[config.mk]
export PLATFORM = sky130hd
export DESIGN_NAME = quadrature_decoder_flat
export DESIGN_NICKNAME = d
export VERILOG_FILES = /design/src/rtl/quadrature_pkg.sv /design/src/rtl/quadrature_decoder_if.sv /design/src/rtl/quad_channel_filter.sv /design/src/rtl/quadrature_decoder.sv /design/src/flat_wrapper.sv
export SDC_FILE = /design/constraint.sdc
export NUM_CORES = 1
export LEC_CHECK = 0
export CAP_MARGIN = 25
export CORE_AREA = 2 2 39 41
export CTS_CLUSTER_DIAMETER = 50
export DETAILED_ROUTE_END_ITERATION = 7
export DIE_AREA = 0 0 41 43
export MAX_ROUTING_LAYER = met4
export PLACE_DENSITY = 0.74
export SKIP_CTS_REPAIR_TIMING = 1
export SLEW_MARGIN = 40
export SYNTH_ARGS = -nofsm -noshare
export SYNTH_HDL_FRONTEND = slang
export SYNTH_SLANG_ARGS = --single-unit
[constraint.sdc]
create_clock -name clk_i -period 1 [get_ports clk_i]
set_input_delay 0.15 -clock clk_i [delete_from_list [all_inputs] [get_ports clk_i]]
set_output_delay 0.15 -clock clk_i [all_outputs]
set_load 0.1 [all_outputs]
[src/rtl/quadrature_pkg.sv]
// Shared types and phase-sequence helper for the quadrature decoder.
// The forward order is 00 -> 01 -> 11 -> 10 -> 00.
package quadrature_pkg;

    typedef logic [1:0] quad_phase_t;

    localparam quad_phase_t PH_00 = 2'b00;
    localparam quad_phase_t PH_01 = 2'b01;
    localparam quad_phase_t PH_11 = 2'b11;
    localparam quad_phase_t PH_10 = 2'b10;

    function automatic quad_phase_t next_fwd(input quad_phase_t p);
        quad_phase_t n;
        case (p)
            PH_00:   n = PH_01;
            PH_01:   n = PH_11;
            PH_11:   n = PH_10;
            default: n = PH_00;
        endcase
        return n;
    endfunction

endpackage

[src/rtl/quadrature_decoder_if.sv]
// Quadrature inputs and decoded step/error outputs.
// master = decoder side, slave = the consumer and stimulus side.
interface quadrature_decoder_if;
    import quadrature_pkg::*;

    logic        a_i;
    logic        b_i;
    logic        up_o;
    logic        down_o;
    logic        error_o;
    logic        error_sticky_o;
    quad_phase_t phase_o;

    modport master (
        input  a_i,
        input  b_i,
        output up_o,
        output down_o,
        output error_o,
        output error_sticky_o,
        output phase_o
    );

    modport slave (
        output a_i,
        output b_i,
        input  up_o,
        input  down_o,
        input  error_o,
        input  error_sticky_o,
        input  phase_o
    );

endinterface

[src/rtl/quad_channel_filter.sv]
// One quadrature channel: synchronizer chain followed by a glitch filter that only
// accepts a new level after it has held for filter_cycles_p synced cycles.
module quad_channel_filter #(
    parameter int unsigned sync_stages_p   = 2,
    parameter int unsigned filter_cycles_p = 3
) (
    input  logic clk_i,
    input  logic reset_i,
    input  logic raw_i,
    output logic filt_o
);

    localparam int unsigned CntW = (filter_cycles_p > 1) ? $clog2(filter_cycles_p) : 1;
    localparam logic [CntW-1:0] CntMax = CntW'(filter_cycles_p - 1);

    logic [sync_stages_p-1:0] sync_q;
    logic                     synced;
    logic                     filt_q, filt_d;
    logic [CntW-1:0]          cnt_q, cnt_d;

    // Synchronizer is deliberately unreset so it keeps flushing during reset.
    always_ff @(posedge clk_i) begin
        sync_q <= {sync_q[sync_stages_p-2:0], raw_i};
    end

    assign synced = sync_q[sync_stages_p-1];

    always_comb begin
        filt_d = filt_q;
        cnt_d  = cnt_q;
        if (synced == filt_q) begin
            cnt_d = '0;
        end else if (cnt_q == CntMax) begin
            filt_d = synced;
            cnt_d  = '0;
        end else begin
            cnt_d = cnt_q + 1'b1;
        end
    end

    always_ff @(posedge clk_i) begin
        if (reset_i) begin
            filt_q <= synced;
            cnt_q  <= '0;
        end else begin
            filt_q <= filt_d;
            cnt_q  <= cnt_d;
        end
    end

    assign filt_o = filt_q;

endmodule

[src/rtl/quadrature_decoder.sv]
// Quadrature decoder: filters both channels, tracks the Gray-code phase and emits
// registered one-cycle up/down/error pulses plus a sticky error flag.
module quadrature_decoder
    import quadrature_pkg::*;
#(
    parameter int unsigned sync_stages_p   = 2,
    parameter int unsigned filter_cycles_p = 3
) (
    input  logic                clk_i,
    input  logic                reset_i,
    quadrature_decoder_if.master bus
);

    logic        a_f, b_f;
    quad_phase_t phase_cur, phase_q;
    logic        up_d, down_d, err_d;
    logic        up_q, down_q, err_q, sticky_q;

    quad_channel_filter #(
        .sync_stages_p  (sync_stages_p),
        .filter_cycles_p(filter_cycles_p)
    ) u_filt_a (
        .clk_i  (clk_i),
        .reset_i(reset_i),
        .raw_i  (bus.a_i),
        .filt_o (a_f)
    );

    quad_channel_filter #(
        .sync_stages_p  (sync_stages_p),
        .filter_cycles_p(filter_cycles_p)
    ) u_filt_b (
        .clk_i  (clk_i),
        .reset_i(reset_i),
        .raw_i  (bus.b_i),
        .filt_o (b_f)
    );

    assign phase_cur = {a_f, b_f};

    always_comb begin
        up_d   = 1'b0;
        down_d = 1'b0;
        err_d  = 1'b0;
        if (phase_cur != phase_q) begin
            if (next_fwd(phase_q) == phase_cur) begin
                up_d = 1'b1;
            end else if (next_fwd(phase_cur) == phase_q) begin
                down_d = 1'b1;
            end else begin
                err_d = 1'b1;
            end
        end
    end

    // phase_q follows the filtered phase even in reset so release sees no stale step.
    always_ff @(posedge clk_i) begin
        phase_q <= phase_cur;
        if (reset_i) begin
            up_q     <= 1'b0;
            down_q   <= 1'b0;
            err_q    <= 1'b0;
            sticky_q <= 1'b0;
        end else begin
            up_q     <= up_d;
            down_q   <= down_d;
            err_q    <= err_d;
            sticky_q <= sticky_q | err_d;
        end
    end

    assign bus.up_o           = up_q;
    assign bus.down_o         = down_q;
    assign bus.error_o        = err_q;
    assign bus.error_sticky_o = sticky_q;
    assign bus.phase_o        = phase_cur;

endmodule

[src/flat_wrapper.sv]
// flat-port wrapper written by rule: the top's interface ports become plain ports
module quadrature_decoder_flat import quadrature_pkg::*;
#(
    parameter int unsigned sync_stages_p   = 2,
    parameter int unsigned filter_cycles_p = 3
)
  (clk_i, reset_i, bus_a_i, bus_b_i, bus_up_o, bus_down_o, bus_error_o, bus_error_sticky_o, bus_phase_o);
  quadrature_decoder_if bus_i ();
  input  logic clk_i;
  input  logic reset_i;
  input wire logic [$bits(bus_i.a_i)-1:0] bus_a_i;
  input wire logic [$bits(bus_i.b_i)-1:0] bus_b_i;
  output wire logic [$bits(bus_i.up_o)-1:0] bus_up_o;
  output wire logic [$bits(bus_i.down_o)-1:0] bus_down_o;
  output wire logic [$bits(bus_i.error_o)-1:0] bus_error_o;
  output wire logic [$bits(bus_i.error_sticky_o)-1:0] bus_error_sticky_o;
  output wire logic [$bits(bus_i.phase_o)-1:0] bus_phase_o;
  assign bus_i.a_i = bus_a_i;
  assign bus_i.b_i = bus_b_i;
  assign bus_up_o = bus_i.up_o;
  assign bus_down_o = bus_i.down_o;
  assign bus_error_o = bus_i.error_o;
  assign bus_error_sticky_o = bus_i.error_sticky_o;
  assign bus_phase_o = bus_i.phase_o;
  quadrature_decoder #(.sync_stages_p(sync_stages_p), .filter_cycles_p(filter_cycles_p)) u_core (.clk_i(clk_i), .reset_i(reset_i), .bus(bus_i));
endmodule
==> results.sh, run 1 <==
export IMPL_status="complete, but fails checks"
export IMPL_violations="negative setup slack"
export IMPL_reg2reg_depth=4
export IMPL_ctsLongestPathBuffers=2
export IMPL_timing_fmax_mhz=816
export IMPL_cp_end_kind="output port"
export IMPL_vias=347
export IMPL_coreArea_mm2=0.00138
export IMPL_dieArea_mm2=0.00176
export IMPL_clock_latency_ps=270
export IMPL_grt_pass1_vias=319
export IMPL_regToRegEndpoint="u_core.u_filt_b.filt_o"
export IMPL_die_x_um=41
export IMPL_synth_top_area_share_pct=53.8
export IMPL_min_path_type="input port to flip-flop"
export IMPL_drcViolationCount=0
export IMPL_nNetsFinal=73
export IMPL_powerDensity_mw_per_mm2=1710
export IMPL_grtUsageMet2_pct=15.0
export IMPL_cts_tree="done"
export IMPL_cts_root_buf="clkbuf_4"
export IMPL_portBuffers=9
export IMPL_fin_crit_ps=1230
export IMPL_row_count=14
export IMPL_cp_endpoint="bus_phase_o[0]"
export IMPL_required_ps=850
export IMPL_worst_clock_skew_ps=5.83
export IMPL_drive_above_1_share_pct=41.5
export IMPL_area_growth_pct=55.8
export IMPL_avgSynthCellArea_um2=11.3
export IMPL_crit_start="u_core.u_filt_b.filt_o"
export IMPL_grt_max_degree=9
export IMPL_reg2reg_slack_ps=-220
export IMPL_rr_startpoint="u_core.u_filt_b.filt_o"
export IMPL_p_switching_mw=0.403
export IMPL_synth_seq_cells=16
export IMPL_rsz0062_at_grt="true"
export IMPL_fin_util_pct=58.6
export IMPL_pwr_share_seq_pct=52.5
export IMPL_totalWireLength_um=754
export IMPL_yosysSeqAreaShare_pct=65.4
export IMPL_antenna_found_initial=0
export IMPL_num_fill_cells=116
export IMPL_pin_count=10
export IMPL_htree_levels=1
export IMPL_synth_area_um2=520
export IMPL_use_met1_pct=9.36
export IMPL_ant_nets=0
export IMPL_setup_viol=10
export IMPL_worst_ir_drop_vdd_v=0.000964
export IMPL_wl_per_cell_um=9.31
export IMPL_netSwitchingFraction_pct=29.0
export IMPL_overflow=0
export IMPL_grt_pass1_wl_um=1090
export IMPL_tns_ps=-1310
export IMPL_placed_area_um2=713
export IMPL_cts_num_sinks=16
export IMPL_combPwrFrac_pct=25.0
export IMPL_ys_warnings_count=0
export IMPL_clockPowerShare_pct=22.5
export IMPL_synth_area_top_cells="dfxtp_1 54%, edfxtp_1 12%, xor2_1 8.4%, nor2_1 6.5%, ha_1 4.8%"
export IMPL_stdcell_area_um2=811
export IMPL_grt_busiest_layer="met2"
export IMPL_fin_ws_ps=-226
export IMPL_ys_types=14
export IMPL_fin_total_pwr_mw=1.39
export IMPL_diodes=0
export IMPL_drt_iter0_markers=1
export IMPL_path_class="flip-flop to output port"
export IMPL_tightest_slew_ps=185
export IMPL_cts_buffers=3
export IMPL_drt_first_pass_iters=4
export IMPL_path_clk_slew_ps=90
export IMPL_maxSlewViolCount=0
export IMPL_maxSlewHeadroom_pct=87.6
export IMPL_timing_final_crit_share_pct=123
export IMPL_place_congestion=0.635
export IMPL_netlist_instances=46
export IMPL_finalHoldViolCount=0
export IMPL_p_leak_nw=0.357
export IMPL_syn_nets=52
export IMPL_vias_per_cell=4.28
export IMPL_worstPathMaxFanout=3
export IMPL_die_h_um=43
export IMPL_crit_arrival_ps=1080
export IMPL_grt_met3_usage_pct=4.71
export IMPL_yosys_area_top_type="dfxtp_1"
export IMPL_dp_hpwl_um=558
export IMPL_max_cap_violations=0
export IMPL_start_kind="flip-flop"
export IMPL_initial_core_util_pct=37.6
export IMPL_track_usage_pct=10.1
export IMPL_p_int_mw=0.987
per-layer routing:
metal  share of wire [%]  wire [um]  vias up
met5                   0          0        -
met4                0.80          6        0
met3                 4.4         33        2
met2                  57        428        9
met1                  38        285      160
li1                    -          -      176
metrics by stage:
step,hold slack [ps],setup slack [ps],instances
after CTS,312,-322,76
final,319,-226,81
after detailed placement,317,-118,73
after global placement,313,-90.0,73
after global routing,297,-279,81
after floorplan,178,-47.6,46
cell usage after synthesis (all sizes together):
| library cell | number |
|---|---|
| nor2 | 9 |
| dfxtp | 14 |
| nand2 | 4 |
| xnor2 | 1 |
| ha | 2 |
| a21oi | 1 |
| buf | 3 |
| edfxtp | 2 |
| inv | 2 |
| xor2 | 5 |
| nor3 | 1 |
| a21o | 2 |
layout make-up:
cell class / count / area [um^2] / area share [%]
sequential: 16 / 345 / 42.6
timing repair buffer: 19 / 240 / 29.6
multi-input combinational: 25 / 175 / 21.6
clock buffer: 3 / 22.5 / 2.78
tap: 16 / 20.0 / 2.47
inverter: 2 / 7.51 / 0.926
flip-flops by register name (all words and copies together) (netlist names):
| name | cells |
|---|---|
| u_core.u_filt_b.filt_o | 1 |
| u_core.bus.down_o | 1 |
| u_core.u_filt_a.filt_o | 1 |
| u_core.u_filt_a.sync_q | 2 |
| u_core.bus.error_sticky_o | 1 |
| u_core.phase_q | 2 |
| u_core.u_filt_b.sync_q | 2 |
| u_core.bus.up_o | 1 |
| u_core.u_filt_a.cnt_q | 2 |
| u_core.bus.error_o | 1 |
| u_core.u_filt_b.cnt_q | 2 |
worst max-delay path, stage by stage (launching register included):
cell and delay (ps):
edfxtp_1 410, buf_6 140, buf_6 110, buf_12 150
cells by family after synthesis:
family	synth area share, %
AO/OA/AOI/OAI	4.09
XOR/XNOR	10.1
adder cells (fa/ha/maj)	4.81
buffers and inverters	5.29
flip-flops	65.4
AND/OR/NAND/NOR	10.3
placed cells by master, fill, tap and decap left out, types with 3 or more instances in the layout:
master	synthesis	final
dfxtp_2	0	4
clkdlybuf4s50_1	0	3
dfxtp_1	14	10
buf_12	0	6
xor2_2	0	3
nand2_1	4	4
buf_4	2	6
buf_6	0	4
clkbuf_4	0	3
nor2_1	9	9
worst min path at each step:
stage	to	from	depth (start not counted)	slack, ps
global placement	u_core.u_filt_a.sync_q[1]	u_core.u_filt_a.sync_q[0]	0	310
detailed placement	u_core.u_filt_a.sync_q[1]	u_core.u_filt_a.sync_q[0]	0	320
finish	u_core.u_filt_a.sync_q[0]	bus_a_i	1	320
floorplan	u_core.u_filt_a.sync_q[0]	bus_a_i	0	180
global route	u_core.u_filt_a.sync_q[0]	bus_a_i	1	300
CTS	u_core.u_filt_a.sync_q[0]	bus_a_i	1	310
power by group through the flow:
stage / combinational [mW] / clock [mW] / sequential (mW)
finish: 0.347 / 0.313 / 0.729
global route: 0.365 / 0.357 / 0.734
CTS: 0.314 / 0.329 / 0.727
detailed placement: 0.314 / 0 / 0.742
floorplan: 0.107 / 0 / 0.831
global placement: 0.308 / 0 / 0.739
Power figures use the tool's default switching activity.
==> run 2: changes to the inputs <==
- GPL_TIMING_DRIVEN: not set -> 0
==> run 2 against run 1 <==
Against the previous run:
- the run still ends with negative setup slack left
- combinational power down 11%
- global-route usage down 0.33 points
- power up 5.0%
- largest cell class unchanged
- design area down 6.3%
- flip-flop and latch count unchanged
- register-to-register slack about the same
- sequential share of layout area up 2.9 points
- non-clock buffer count down 6
- maximum frequency down 0.16%
==> results.sh, run 2 (synthesized netlist as in run 1, its figures left out) <==
export IMPL_required_ps=850
export IMPL_overflow=0
export IMPL_worst_clock_skew_ps=6.72
export IMPL_grt_busiest_layer="met2"
export IMPL_fin_ws_ps=-228
export IMPL_min_path_type="input port to flip-flop"
export IMPL_grt_pass1_wl_um=1050
export IMPL_portBuffers=8
export IMPL_stdcell_area_um2=759
export IMPL_worstPathMaxFanout=5
export IMPL_path_clk_slew_ps=90
export IMPL_fin_total_pwr_mw=1.46
export IMPL_timing_fmax_mhz=814
export IMPL_tightest_slew_ps=200
export IMPL_mostFrequentLayoutCell="dfxtp_1"
export IMPL_drive_above_1_share_pct=40.0
export IMPL_cts_num_sinks=16
export IMPL_max_cap_violations=0
export IMPL_row_count=14
export IMPL_area_growth_pct=45.9
export IMPL_drcViolationCount=0
export IMPL_drt_first_pass_iters=3
export IMPL_use_met1_pct=9.63
export IMPL_path_class="flip-flop to output port"
export IMPL_cp_end_kind="output port"
export IMPL_finalHoldViolCount=0
export IMPL_timing_final_crit_share_pct=123
export IMPL_cts_root_buf="clkbuf_4"
export IMPL_violations="negative setup slack"
export IMPL_setup_viol=7
export IMPL_track_usage_pct=9.77
export IMPL_grt_pass1_vias=262
export IMPL_grt_met3_usage_pct=9.42
export IMPL_die_x_um=41
export IMPL_dieArea_mm2=0.00176
export IMPL_initial_core_util_pct=37.6
export IMPL_placed_area_um2=596
export IMPL_fin_util_pct=54.9
export IMPL_maxSlewHeadroom_pct=86.7
export IMPL_totalWireLength_um=749
export IMPL_start_kind="flip-flop"
export IMPL_ctsLongestPathBuffers=2
export IMPL_vias_per_cell=4.36
export IMPL_clock_latency_ps=290
export IMPL_nNetsFinal=67
export IMPL_wl_per_cell_um=9.86
export IMPL_coreArea_mm2=0.00138
export IMPL_grtUsageMet2_pct=13.8
export IMPL_vias=331
export IMPL_diodes=0
export IMPL_pin_count=10
export IMPL_drt_iter0_markers=2
export IMPL_antenna_found_initial=0
export IMPL_worst_ir_drop_vdd_v=0.000991
export IMPL_cts_buffers=3
export IMPL_final_cell_mix="10 x dfxtp_1, 9 x nor2_1, 4 x xor2_2, 4 x nand2_1, 4 x dfxtp_2"
export IMPL_status="complete, but fails checks"
export IMPL_cts_tree="done"
export IMPL_place_congestion=0.660
export IMPL_rsz0062_at_grt="true"
export IMPL_num_fill_cells=126
export IMPL_die_h_um=43
export IMPL_p_leak_nw=0.331
export IMPL_htree_levels=1
export IMPL_grt_max_degree=10
export IMPL_ant_nets=0
export IMPL_crit_arrival_ps=1080
export IMPL_maxSlewViolCount=0
export IMPL_fin_crit_ps=1230
export IMPL_powerDensity_mw_per_mm2=1920
-- run 2: stage by stage --
step | hold WS (ps) | TNS (ps) | cells | worst slack (ps)
floorplan | 178 | -87.3 | 46 | -47.6
CTS | 116 | -1970 | 74 | -480
global route | 125 | -1270 | 76 | -277
global placement | 311 | -4090 | 70 | -844
detailed placement | 314 | -527 | 70 | -153
finish | 115 | -855 | 76 | -228
-- run 2: cell type report --
type	count	area, um^2	area share, %
inverter	2	7.51	0.988
buffer	3	23.8	3.13
sequential	16	345	45.5
multi-input combinational	25	183	24.1
tap	16	20.0	2.64
timing repair buffer	10	144	18.9
clock buffer	4	36.3	4.78
-- run 2: path summary, 6_finish.rpt --
check                       startpoint                        end  slack [ps]  cells after the start
max             u_core.u_filt_a.filt_o             bus_phase_o[1]        -230                      2
min                            reset_i            u_core.bus.up_o         120                      2
max reg2reg     u_core.u_filt_a.filt_o     u_core.u_filt_a.filt_o        -220                      3
min reg2reg  u_core.u_filt_a.sync_q[0]  u_core.u_filt_a.sync_q[1]         330                      0
-- run 2: metal layers --
metal  vias to the layer above  part of all wire [%]
met2                        12                    50
li1                        164                     -
met5                         -                     0
met1                       153                    39
met3                         2                   9.7
met4                         0                   1.1
-- run 2: worst max-delay path: stages, from the launching register on --
cell,delay [ps]
edfxtp_1,480
buf_6,160
buf_12,150
-- run 2: power breakdown --
group          internal [mW]  leakage, nW  switching, mW
Sequential             0.698        0.137         0.0309
Clock                  0.222       0.0210          0.199
Combinational          0.117        0.173          0.192
Total                   1.04        0.331          0.422
